[src/rtl/div_share_arbiter_if.sv]
// Bundle joining the two requesters, the divider sequencer and the shared divider.
// slave: sequencer view; master: requesters plus divider (bench side).
interface div_share_arbiter_if #(
  parameter int unsigned DW = 24,
  parameter int unsigned VW = 8,
  parameter int unsigned QW = 16
);
  logic          a_req;
  logic [DW-1:0] a_dividend;
  logic [VW-1:0] a_divisor;
  logic          a_ack;
  logic          b_req;
  logic [DW-1:0] b_dividend;
  logic [VW-1:0] b_divisor;
  logic          b_ack;
  logic [QW-1:0] result;
  logic          err;
  logic          busy;
  logic [DW-1:0] div_dividend;
  logic [VW-1:0] div_divisor;
  logic          div_start;
  logic [QW-1:0] div_quotient;
  logic          div_done;

  modport slave (
    input  a_req, a_dividend, a_divisor, b_req, b_dividend, b_divisor,
           div_quotient, div_done,
    output a_ack, b_ack, result, err, busy, div_dividend, div_divisor, div_start
  );

  modport master (
    output a_req, a_dividend, a_divisor, b_req, b_dividend, b_divisor,
           div_quotient, div_done,
    input  a_ack, b_ack, result, err, busy, div_dividend, div_divisor, div_start
  );
endinterface

[src/rtl/div_share_arbiter.sv]
// Round-robin sharing of one restoring divider between requesters A and B.
// Optional WAIT watchdog enabled by defining DIV_ARB_TIMEOUT_EN.
module div_share_arbiter #(
  parameter int unsigned DW          = 24,
  parameter int unsigned VW          = 8,
  parameter int unsigned QW          = 16,
  parameter int unsigned TIMEOUT_CYC = 64
) (
  input logic                clk,
  input logic                reset,
  div_share_arbiter_if.slave bus
);
  typedef enum logic [1:0] {IDLE, LAUNCH, WAIT, RESP} state_t;

  localparam int unsigned   HW    = DW - QW;
  localparam int unsigned   CW    = HW + VW;
  localparam logic [QW-1:0] ERR_Q = '1;

  state_t        state, state_nx;
  logic          last_grant, last_grant_nx;   // 0: A, 1: B
  logic          owner, owner_nx;
  logic [DW-1:0] dd_q, dd_nx;
  logic [VW-1:0] dv_q, dv_nx;
  logic [QW-1:0] result_q, result_nx;
  logic          err_q, err_nx;
  logic          a_ack_q, a_ack_nx;
  logic          b_ack_q, b_ack_nx;
  logic          start_q, start_nx;
  logic          busy_q, busy_nx;
  logic          pick_b;
  logic [DW-1:0] dd_sel;
  logic [VW-1:0] dv_sel;
  logic          timeout;

`ifdef DIV_ARB_TIMEOUT_EN
  localparam int unsigned TW = $clog2(TIMEOUT_CYC + 1);
  logic [TW-1:0] tmo_cnt;

  // Watchdog: cleared in LAUNCH, counts every WAIT cycle.
  always_ff @(posedge clk) begin
    if (reset || state == LAUNCH) begin
      tmo_cnt <= '0;
    end else if (state == WAIT) begin
      tmo_cnt <= tmo_cnt + TW'(1);
    end
  end

  assign timeout = (tmo_cnt == TW'(TIMEOUT_CYC - 1));
`else
  assign timeout = 1'b0;
`endif

  // Next state, arbitration and registered-output next values.
  always_comb begin
    state_nx      = state;
    last_grant_nx = last_grant;
    owner_nx      = owner;
    dd_nx         = dd_q;
    dv_nx         = dv_q;
    result_nx     = result_q;
    err_nx        = err_q;
    pick_b        = 1'b0;
    dd_sel        = bus.a_dividend;
    dv_sel        = bus.a_divisor;

    case (state)
      IDLE: begin
        if (bus.a_req || bus.b_req) begin
          pick_b        = bus.b_req && (!bus.a_req || !last_grant);
          owner_nx      = pick_b;
          last_grant_nx = pick_b;
          dd_sel        = pick_b ? bus.b_dividend : bus.a_dividend;
          dv_sel        = pick_b ? bus.b_divisor  : bus.a_divisor;
          dd_nx         = dd_sel;
          dv_nx         = dv_sel;
          // Zero divisor or a quotient wider than QW never reaches the divider.
          if (dv_sel == '0 || CW'(dd_sel[DW-1:QW]) >= CW'(dv_sel)) begin
            state_nx  = RESP;
            result_nx = ERR_Q;
            err_nx    = 1'b1;
          end else begin
            state_nx  = LAUNCH;
          end
        end
      end
      LAUNCH: state_nx = WAIT;
      WAIT: begin
        if (bus.div_done) begin
          state_nx  = RESP;
          result_nx = bus.div_quotient;
          err_nx    = 1'b0;
        end else if (timeout) begin
          state_nx  = RESP;
          result_nx = ERR_Q;
          err_nx    = 1'b1;
        end
      end
      RESP:    state_nx = IDLE;
      default: state_nx = IDLE;
    endcase

    a_ack_nx = (state_nx == RESP) && !owner_nx;
    b_ack_nx = (state_nx == RESP) &&  owner_nx;
    start_nx = (state_nx == LAUNCH);
    busy_nx  = (state_nx != IDLE);
  end

  always_ff @(posedge clk) begin
    if (reset) begin
      state      <= IDLE;
      last_grant <= 1'b1;
      owner      <= 1'b0;
      dd_q       <= '0;
      dv_q       <= '0;
      result_q   <= '0;
      err_q      <= 1'b0;
      a_ack_q    <= 1'b0;
      b_ack_q    <= 1'b0;
      start_q    <= 1'b0;
      busy_q     <= 1'b0;
    end else begin
      state      <= state_nx;
      last_grant <= last_grant_nx;
      owner      <= owner_nx;
      dd_q       <= dd_nx;
      dv_q       <= dv_nx;
      result_q   <= result_nx;
      err_q      <= err_nx;
      a_ack_q    <= a_ack_nx;
      b_ack_q    <= b_ack_nx;
      start_q    <= start_nx;
      busy_q     <= busy_nx;
    end
  end

  assign bus.a_ack        = a_ack_q;
  assign bus.b_ack        = b_ack_q;
  assign bus.result       = result_q;
  assign bus.err          = err_q;
  assign bus.busy         = busy_q;
  assign bus.div_dividend = dd_q;
  assign bus.div_divisor  = dv_q;
  assign bus.div_start    = start_q;
endmodule

[src/flat_wrapper.sv]
// flat-port wrapper written by rule: the top's interface ports become plain ports
module div_share_arbiter_flat 
#(
  parameter int unsigned DW          = 24,
  parameter int unsigned VW          = 8,
  parameter int unsigned QW          = 16,
  parameter int unsigned TIMEOUT_CYC = 64
)
  (clk, reset, bus_a_req, bus_a_dividend, bus_a_divisor, bus_b_req, bus_b_dividend, bus_b_divisor, bus_div_quotient, bus_div_done, bus_a_ack, bus_b_ack, bus_result, bus_err, bus_busy, bus_div_dividend, bus_div_divisor, bus_div_start);
  div_share_arbiter_if #(.DW(DW), .VW(VW), .QW(QW)) bus_i ();
  input logic clk;
  input logic reset;
  input wire logic [$bits(bus_i.a_req)-1:0] bus_a_req;
  input wire logic [$bits(bus_i.a_dividend)-1:0] bus_a_dividend;
  input wire logic [$bits(bus_i.a_divisor)-1:0] bus_a_divisor;
  input wire logic [$bits(bus_i.b_req)-1:0] bus_b_req;
  input wire logic [$bits(bus_i.b_dividend)-1:0] bus_b_dividend;
  input wire logic [$bits(bus_i.b_divisor)-1:0] bus_b_divisor;
  input wire logic [$bits(bus_i.div_quotient)-1:0] bus_div_quotient;
  input wire logic [$bits(bus_i.div_done)-1:0] bus_div_done;
  output wire logic [$bits(bus_i.a_ack)-1:0] bus_a_ack;
  output wire logic [$bits(bus_i.b_ack)-1:0] bus_b_ack;
  output wire logic [$bits(bus_i.result)-1:0] bus_result;
  output wire logic [$bits(bus_i.err)-1:0] bus_err;
  output wire logic [$bits(bus_i.busy)-1:0] bus_busy;
  output wire logic [$bits(bus_i.div_dividend)-1:0] bus_div_dividend;
  output wire logic [$bits(bus_i.div_divisor)-1:0] bus_div_divisor;
  output wire logic [$bits(bus_i.div_start)-1:0] bus_div_start;
  assign bus_i.a_req = bus_a_req;
  assign bus_i.a_dividend = bus_a_dividend;
  assign bus_i.a_divisor = bus_a_divisor;
  assign bus_i.b_req = bus_b_req;
  assign bus_i.b_dividend = bus_b_dividend;
  assign bus_i.b_divisor = bus_b_divisor;
  assign bus_i.div_quotient = bus_div_quotient;
  assign bus_i.div_done = bus_div_done;
  assign bus_a_ack = bus_i.a_ack;
  assign bus_b_ack = bus_i.b_ack;
  assign bus_result = bus_i.result;
  assign bus_err = bus_i.err;
  assign bus_busy = bus_i.busy;
  assign bus_div_dividend = bus_i.div_dividend;
  assign bus_div_divisor = bus_i.div_divisor;
  assign bus_div_start = bus_i.div_start;
  div_share_arbiter #(.DW(DW), .VW(VW), .QW(QW), .TIMEOUT_CYC(TIMEOUT_CYC)) u_core (.clk(clk), .reset(reset), .bus(bus_i));
endmodule
[config.mk]
export PLATFORM = sky130hd
export DESIGN_NAME = div_share_arbiter_flat
export DESIGN_NICKNAME = d
export VERILOG_FILES = /design/src/rtl/div_share_arbiter_if.sv /design/src/rtl/div_share_arbiter.sv /design/src/flat_wrapper.sv
export SDC_FILE = /design/constraint.sdc
export NUM_CORES = 1
export LEC_CHECK = 0
export ABC_AREA = 1
export CAP_MARGIN = 20
export CELL_PAD_IN_SITES_DETAIL_PLACEMENT = 1
export CELL_PAD_IN_SITES_GLOBAL_PLACEMENT = 1
export CORE_UTILIZATION = 25
export DETAILED_ROUTE_END_ITERATION = 8
export MAX_ROUTING_LAYER = met4
export PLACE_DENSITY_LB_ADDON = 0.1
export SLEW_MARGIN = 10
export SYNTH_ARGS = -nofsm -noshare
export SYNTH_HDL_FRONTEND = slang
export SYNTH_SLANG_ARGS = --single-unit
[constraint.sdc]
create_clock -name clk -period 2.4 [get_ports clk]
set_input_delay 0.36 -clock clk [delete_from_list [all_inputs] [get_ports clk]]
set_output_delay 0.36 -clock clk [all_outputs]
set_load 0.01 [all_outputs]
## Word-level counts from Yosys, hierarchy flattened

Index checks and enable logic that the tools add are counted.

| cells by class | value |
|---|---|
| order comparisons | 1 |
| reduce and logical (&&, ||, !) cells | 15 |
| multiplexer cells | 16 |
| equality and inequality tests | 8 |

Operators by type and width:

| operator | number |
|---|---|
| $mux 16 | 3 |
| $pmux 16 s2 | 1 |
| $mux 24 | 1 |
| $ge 8x8->1 | 1 |
| $logic_not 8->1 | 1 |
| $mux 8 | 1 |
| $pmux 2 s4 | 1 |
| $eq 2x2->1 const B | 3 |
| $mux 2 | 3 |
| $mux 1 | 5 |
| $eq 2x1->1 const B | 2 |
| $ne 2x1->1 const B | 2 |
| $reduce_and 4->1 | 1 |
| $reduce_bool 2->1 | 2 |
| $logic_and 1x1->1 | 3 |
| $logic_not 1->1 | 3 |
| $logic_or 1x1->1 | 3 |
| $logic_not 2->1 | 1 |
| $ne 2x2->1 const B | 1 |
| $pmux 1 s2 | 1 |
| $reduce_and 2->1 | 1 |

| word-level totals | value |
|---|---|
| input bits | 85 |
| register bits after elaboration | 57 |
| output and inout bits | 53 |
| logic and storage cells | 51 |

## Depth between registers and ports, before layout

| logic depth | value |
|---|---|
| depth in word-level cells | 11 |
| gate-level depth with buffers | 21 |
| depth with buffers taken out | 19 |

## Worst setup path after synthesis

Ideal clock, no wire load.

| timing path | value |
|---|---|
| path type | input port to flip-flop |
| start | input port bus_b_req |
| end | register u_core.result_q[15], in the netlist u_core.bus.result[15] |
| stages | 17 |
| arrival time | 2527 ps |
| path buffers | 4 |
| setup slack | -191 ps |
| setup time | 64 ps |
| data required time | 2336 ps |
| cell sequence | buf_4 -> nand2_8 -> buf_12 -> inv_1 -> clkbuf_1 -> nand2_1 -> nand2_1 -> ha_1 -> a21o_1 -> nor2_1 -> nand2_1 -> nor2_1 -> nand3_4 -> nand2_4 -> buf_2 -> nor3_1 -> nor2_1 |

| between the ends | value |
|---|---|
| cells in the longest elaborated chain, start to end | 6 |
| elaborated cells between the ends (all ways) | 10 |
| classes of those cells | order compare: 1; eq/ne: 2; mux: 2; reduce/logical: 5 |

RTL lines:

| element | line | RTL |
|---|---|---|
| start, declared | flat_wrapper.sv:16 | `input wire logic [$bits(bus_i.b_req)-1:0] bus_b_req;` |
| $logic_and 1x1->1 | div_share_arbiter.sv:69 | `pick_b = bus.b_req && (!bus.a_req \|\| !last_grant);` |
| $mux 24 / $mux 8 (equally long branches) | div_share_arbiter.sv:72, div_share_arbiter.sv:73 |  |
| $ge 8x8->1 / $logic_not 8->1 (equally long branches) | div_share_arbiter.sv:77 | `if (dv_sel == '0 \|\| CW'(dd_sel[DW-1:QW]) >= CW'(dv_sel)) begin` |
| $logic_or 1x1->1 | div_share_arbiter.sv:77 |  |
| $ne 2x1->1 (no source line) | - |  |
| $reduce_and 4->1 (no source line) (*) | - |  |
| end signal, assigned | div_share_arbiter.sv:127 | `result_q <= result_nx;` |
| end, declared | div_share_arbiter.sv:24 | `logic [QW-1:0] result_q, result_nx;` |

Every way passes the cells marked *; elsewhere a longest branch is shown, timed or not.
A chain may end at the register's enable or synchronous reset.

## Worst setup path after layout

| timing path | value |
|---|---|
| start | register u_core.last_grant |
| end | register u_core.result_q[15], in the netlist u_core.bus.result[15] |

| between the ends | value |
|---|---|
| cells in the longest elaborated chain, start to end | 8 |
| elaborated cells between the ends (all ways) | 10 |
| classes of those cells | order compare: 1; eq/ne: 1; mux: 2; reduce/logical: 6 |

RTL lines:

| element | line | RTL |
|---|---|---|
| start, declared | div_share_arbiter.sv:20 | `logic last_grant, last_grant_nx;` |
| start signal, assigned | div_share_arbiter.sv:123 | `last_grant <= last_grant_nx;` |
| $logic_not 1->1 (*) | div_share_arbiter.sv:69 |  |
| $logic_or 1x1->1 (*) | div_share_arbiter.sv:69 |  |
| $logic_and 1x1->1 (*) | div_share_arbiter.sv:69 |  |
| $mux 24 / $mux 8 (equally long branches) | div_share_arbiter.sv:72, div_share_arbiter.sv:73 |  |
| $ge 8x8->1 / $logic_not 8->1 (equally long branches) | div_share_arbiter.sv:77 |  |
| $logic_or 1x1->1 (*) | div_share_arbiter.sv:77 |  |
| $ne 2x1->1 (no source line) (*) | - |  |
| $reduce_and 4->1 (no source line) (*) | - |  |

Marks and branches as above.

==> metrics.md <==
| Metric | Value |
|---|---|
| DR iter-0 viols | 63 |
| Total GRT Usage | 18.13% |
| Die Width | 107.9 µm |
| RSZ-0062 raised after global routing | true |
| Overall power | 0.005590 W |
| Number of I/O port buffers | 137 |
| Effective utilization at floorplan | 25.73% |
| # DRC | 0 |
| Final period util | 97.28% |
| FFs w/ async S/R, synth | 0% |
| Most common flop cell mapped by yosys | dfxtp_1 |
| Min cycle time layout | 2.335 ns |
| Most common cell after layout, fill and taps aside | clkdlybuf4s50_1 |
| DR vias | 3219 |
| CTS tree | done |
| VDD IR max | 0.4368 mV |
| Crit start category | flip-flop |
| Max_slew headroom | 28.88% |
| PD cells | 1082 nW/µm² |
| Vias per inst | 4.515 |
| Clk Latency, worst-skew pair | 0.34 ns |
| LEAKAGE | 2.192 nW |
| Initial antenna violation count | 0 |
| H-tree depth | 3 |
| Core Rows | 38 |
| Crit path arrival time | 2.57 ns |
| Setup WS pre-CTS | -0.5002 ns |
| Status | finished, final reports clean |
| Mapped Area | 2801 µm² |
| CP required | 2.63 ns |
| Worst Setup Slack, final | 0.06525 ns |
| Final setup viols | 0 |
| Synth Net Count | 491 |
| Routed Antenna Nets | 0 |
| Core ar. | 10890 µm² |
| Hold Crit Class | reg -> reg |
| Most frequent cells in the layout | clkdlybuf4s50_1 (135), nand2_1 (92), dfxtp_1 (56) |
| Drt pass-1 iters | 4 |
| Flops & latches, synth | 57 |
| CP endpoint kind | flip-flop |
| Layout fillers | 1346 |
| Syn Inst Count | 395 |
| Die area | 11630 µm² |
| CTS Buf Count | 9 |
| Min Hold Slack | 0.4902 ns |
| Synth cell types | 25 |
| Longest Clk Path Bufs | 2 |
| Largest fanout on the critical path | 8 |
| Post-Syn Area per Cell | 7.092 µm² |
| Clock slew at reported path FFs | 0.07 ns |
| Area delta synth->final | 84.41% |
| Worst Skew | 0.007644 ns |
| RePlAce Congestion | 0.7710 |
| Ant diodes | 0 |
| Layout cell share with drive strength beyond 1 | 23.04% |
| First-pass GRT wire length | 15.73 mm |
| Wire per inst | 14.18 µm |
| Largest net degree at the start of global routing | 43 |
| Drt total wl | 10.11 mm |
| Number of global-route vias before repair | 3311 |
| YS warnings | 0 |
| Total grt overflow | 0 |
| Number of max-cap violations | 0 |
| Final HPWL from detailed placement | 7.203 mm |
| DIE HEIGHT | 107.9 µm |
| Total Nets Final | 664 |
| Final Slew Violations | 0 |
| Worst slew pin tran | 1.056 ns |
| Crit path kind | reg -> reg |
| Io pins | 138 |
| Post-synthesis sequential area ratio | 40.73% |
| Max Fclk | 428.3 MHz |
| CTS root buffer | clkbuf_8 |
| Final core occ | 47.45% |
| Hold Fails Final Rpt | 0 |
| Post-CTS Hold Buffers | 0 |
| Number of synthesized flops with an enable pin | 0 |
| # clock sinks | 57 |
## per-stage QoR
step	cells	area (µm²)	setup TNS (ns)
4_1_cts	701	4876	0
3_3_place_gp	681	4523	-9.064
6_report	713	5166	0
5_1_grt	713	5166	-1.794
3_5_place_dp	681	4523	-9.981
2_1_floorplan	395	2808	0
## final cells by class
type / instances / area [µm²] / share of cell area [%]
Clock buffer: 12 / 155.1 / 3.003
Clock inverter: 4 / 51.30 / 0.9930
Inverter: 40 / 153.9 / 2.979
Multi-Input combinational cell: 281 / 1738 / 33.64
Sequential cell: 57 / 1142 / 22.11
Tap cell: 140 / 175.2 / 3.391
Timing Repair Buffer: 178 / 1743 / 33.74
Timing Repair inverter: 1 / 7.507 / 0.1453
## layer usage
metal	vias to the layer above	track usage [%]	routed length, µm
met5	-	-	0
met4	0	7.632	149
met3	12	4.177	556
met2	84	29.62	4894
met1	1499	21.35	4512
li1	1624	-	-
## logic make-up after synthesis
family | after synthesis | share of synthesized area (%)
flip-flops | 57 | 40.73
buffers and inverters | 61 | 9.290
AND/OR/NAND/NOR | 190 | 30.10
adder cells (fa/ha/maj) | 11 | 4.913
multiplexers | 1 | 0.3573
AO/OA/AOI/OAI | 75 | 14.61
## synth_stat cells (all sizes together) (4+ instances only)
| library cell | instances | area share, % |
|---|---|---|
| inv | 40 | 5.4 |
| nand2 | 129 | 19 |
| a31oi | 23 | 5.1 |
| nand3b | 7 | 1.9 |
| nor3 | 18 | 3.2 |
| ha | 11 | 4.9 |
| buf | 6 | 1.9 |
| dfxtp | 57 | 41 |
| nand3 | 4 | 1.6 |
| clkbuf | 15 | 2.0 |
| o21ai | 35 | 6.3 |
| a21oi | 15 | 2.7 |
| nor2 | 31 | 4.3 |
## final timing paths
kind | from | endpoint | slack (ns) | cells past startpoint
max | u_core.last_grant | u_core.bus.result[15] | 0.07 | 15
min | u_core.last_grant | u_core.last_grant | 0.49 | 2
max reg2reg | u_core.last_grant | u_core.bus.result[15] | 0.07 | 15
min reg2reg | u_core.last_grant | u_core.last_grant | 0.49 | 2
## registers in the layout, indices dropped and copies added, names as in the netlist, 2 cells and up
name                     flops
u_core.bus.div_dividend     24
u_core.bus.div_divisor       8
u_core.bus.result           16
u_core.state                 2
## report_power, final
group / internal, W / leakage, nW / switching [W] / total (W)
logic: 0.00150 / 1.62 / 0.00161 / 0.00311
clock network: 0.000536 / 0.103 / 0.000406 / 0.000943
registers: 0.00134 / 0.473 / 0.000197 / 0.00154
## worst max-delay path: stages, from the launching register on
cell and delay, ns:
dfxtp_2 0.35, nand2_4 0.07, nand2_8 0.10, clkinvlp_4 0.18, nand2_2 0.13, nand2_2 0.07, ha_4 0.27, nand2_2 0.05
buf_4 0.14, nor3_4 0.21, nor2_4 0.06, nand3_4 0.11, buf_4 0.16, nand2_8 0.09, nor3_2 0.17, nor2_1 0.06
## repair_timing
action | CTS | global route
setup endpoints to repair | 21 | 20
setup buffers | 0 | 11
pin swaps | 3 | 21
gates cloned | 4 | 1
gates resized for setup | 23 | 46
Power figures use the tool's default switching activity.
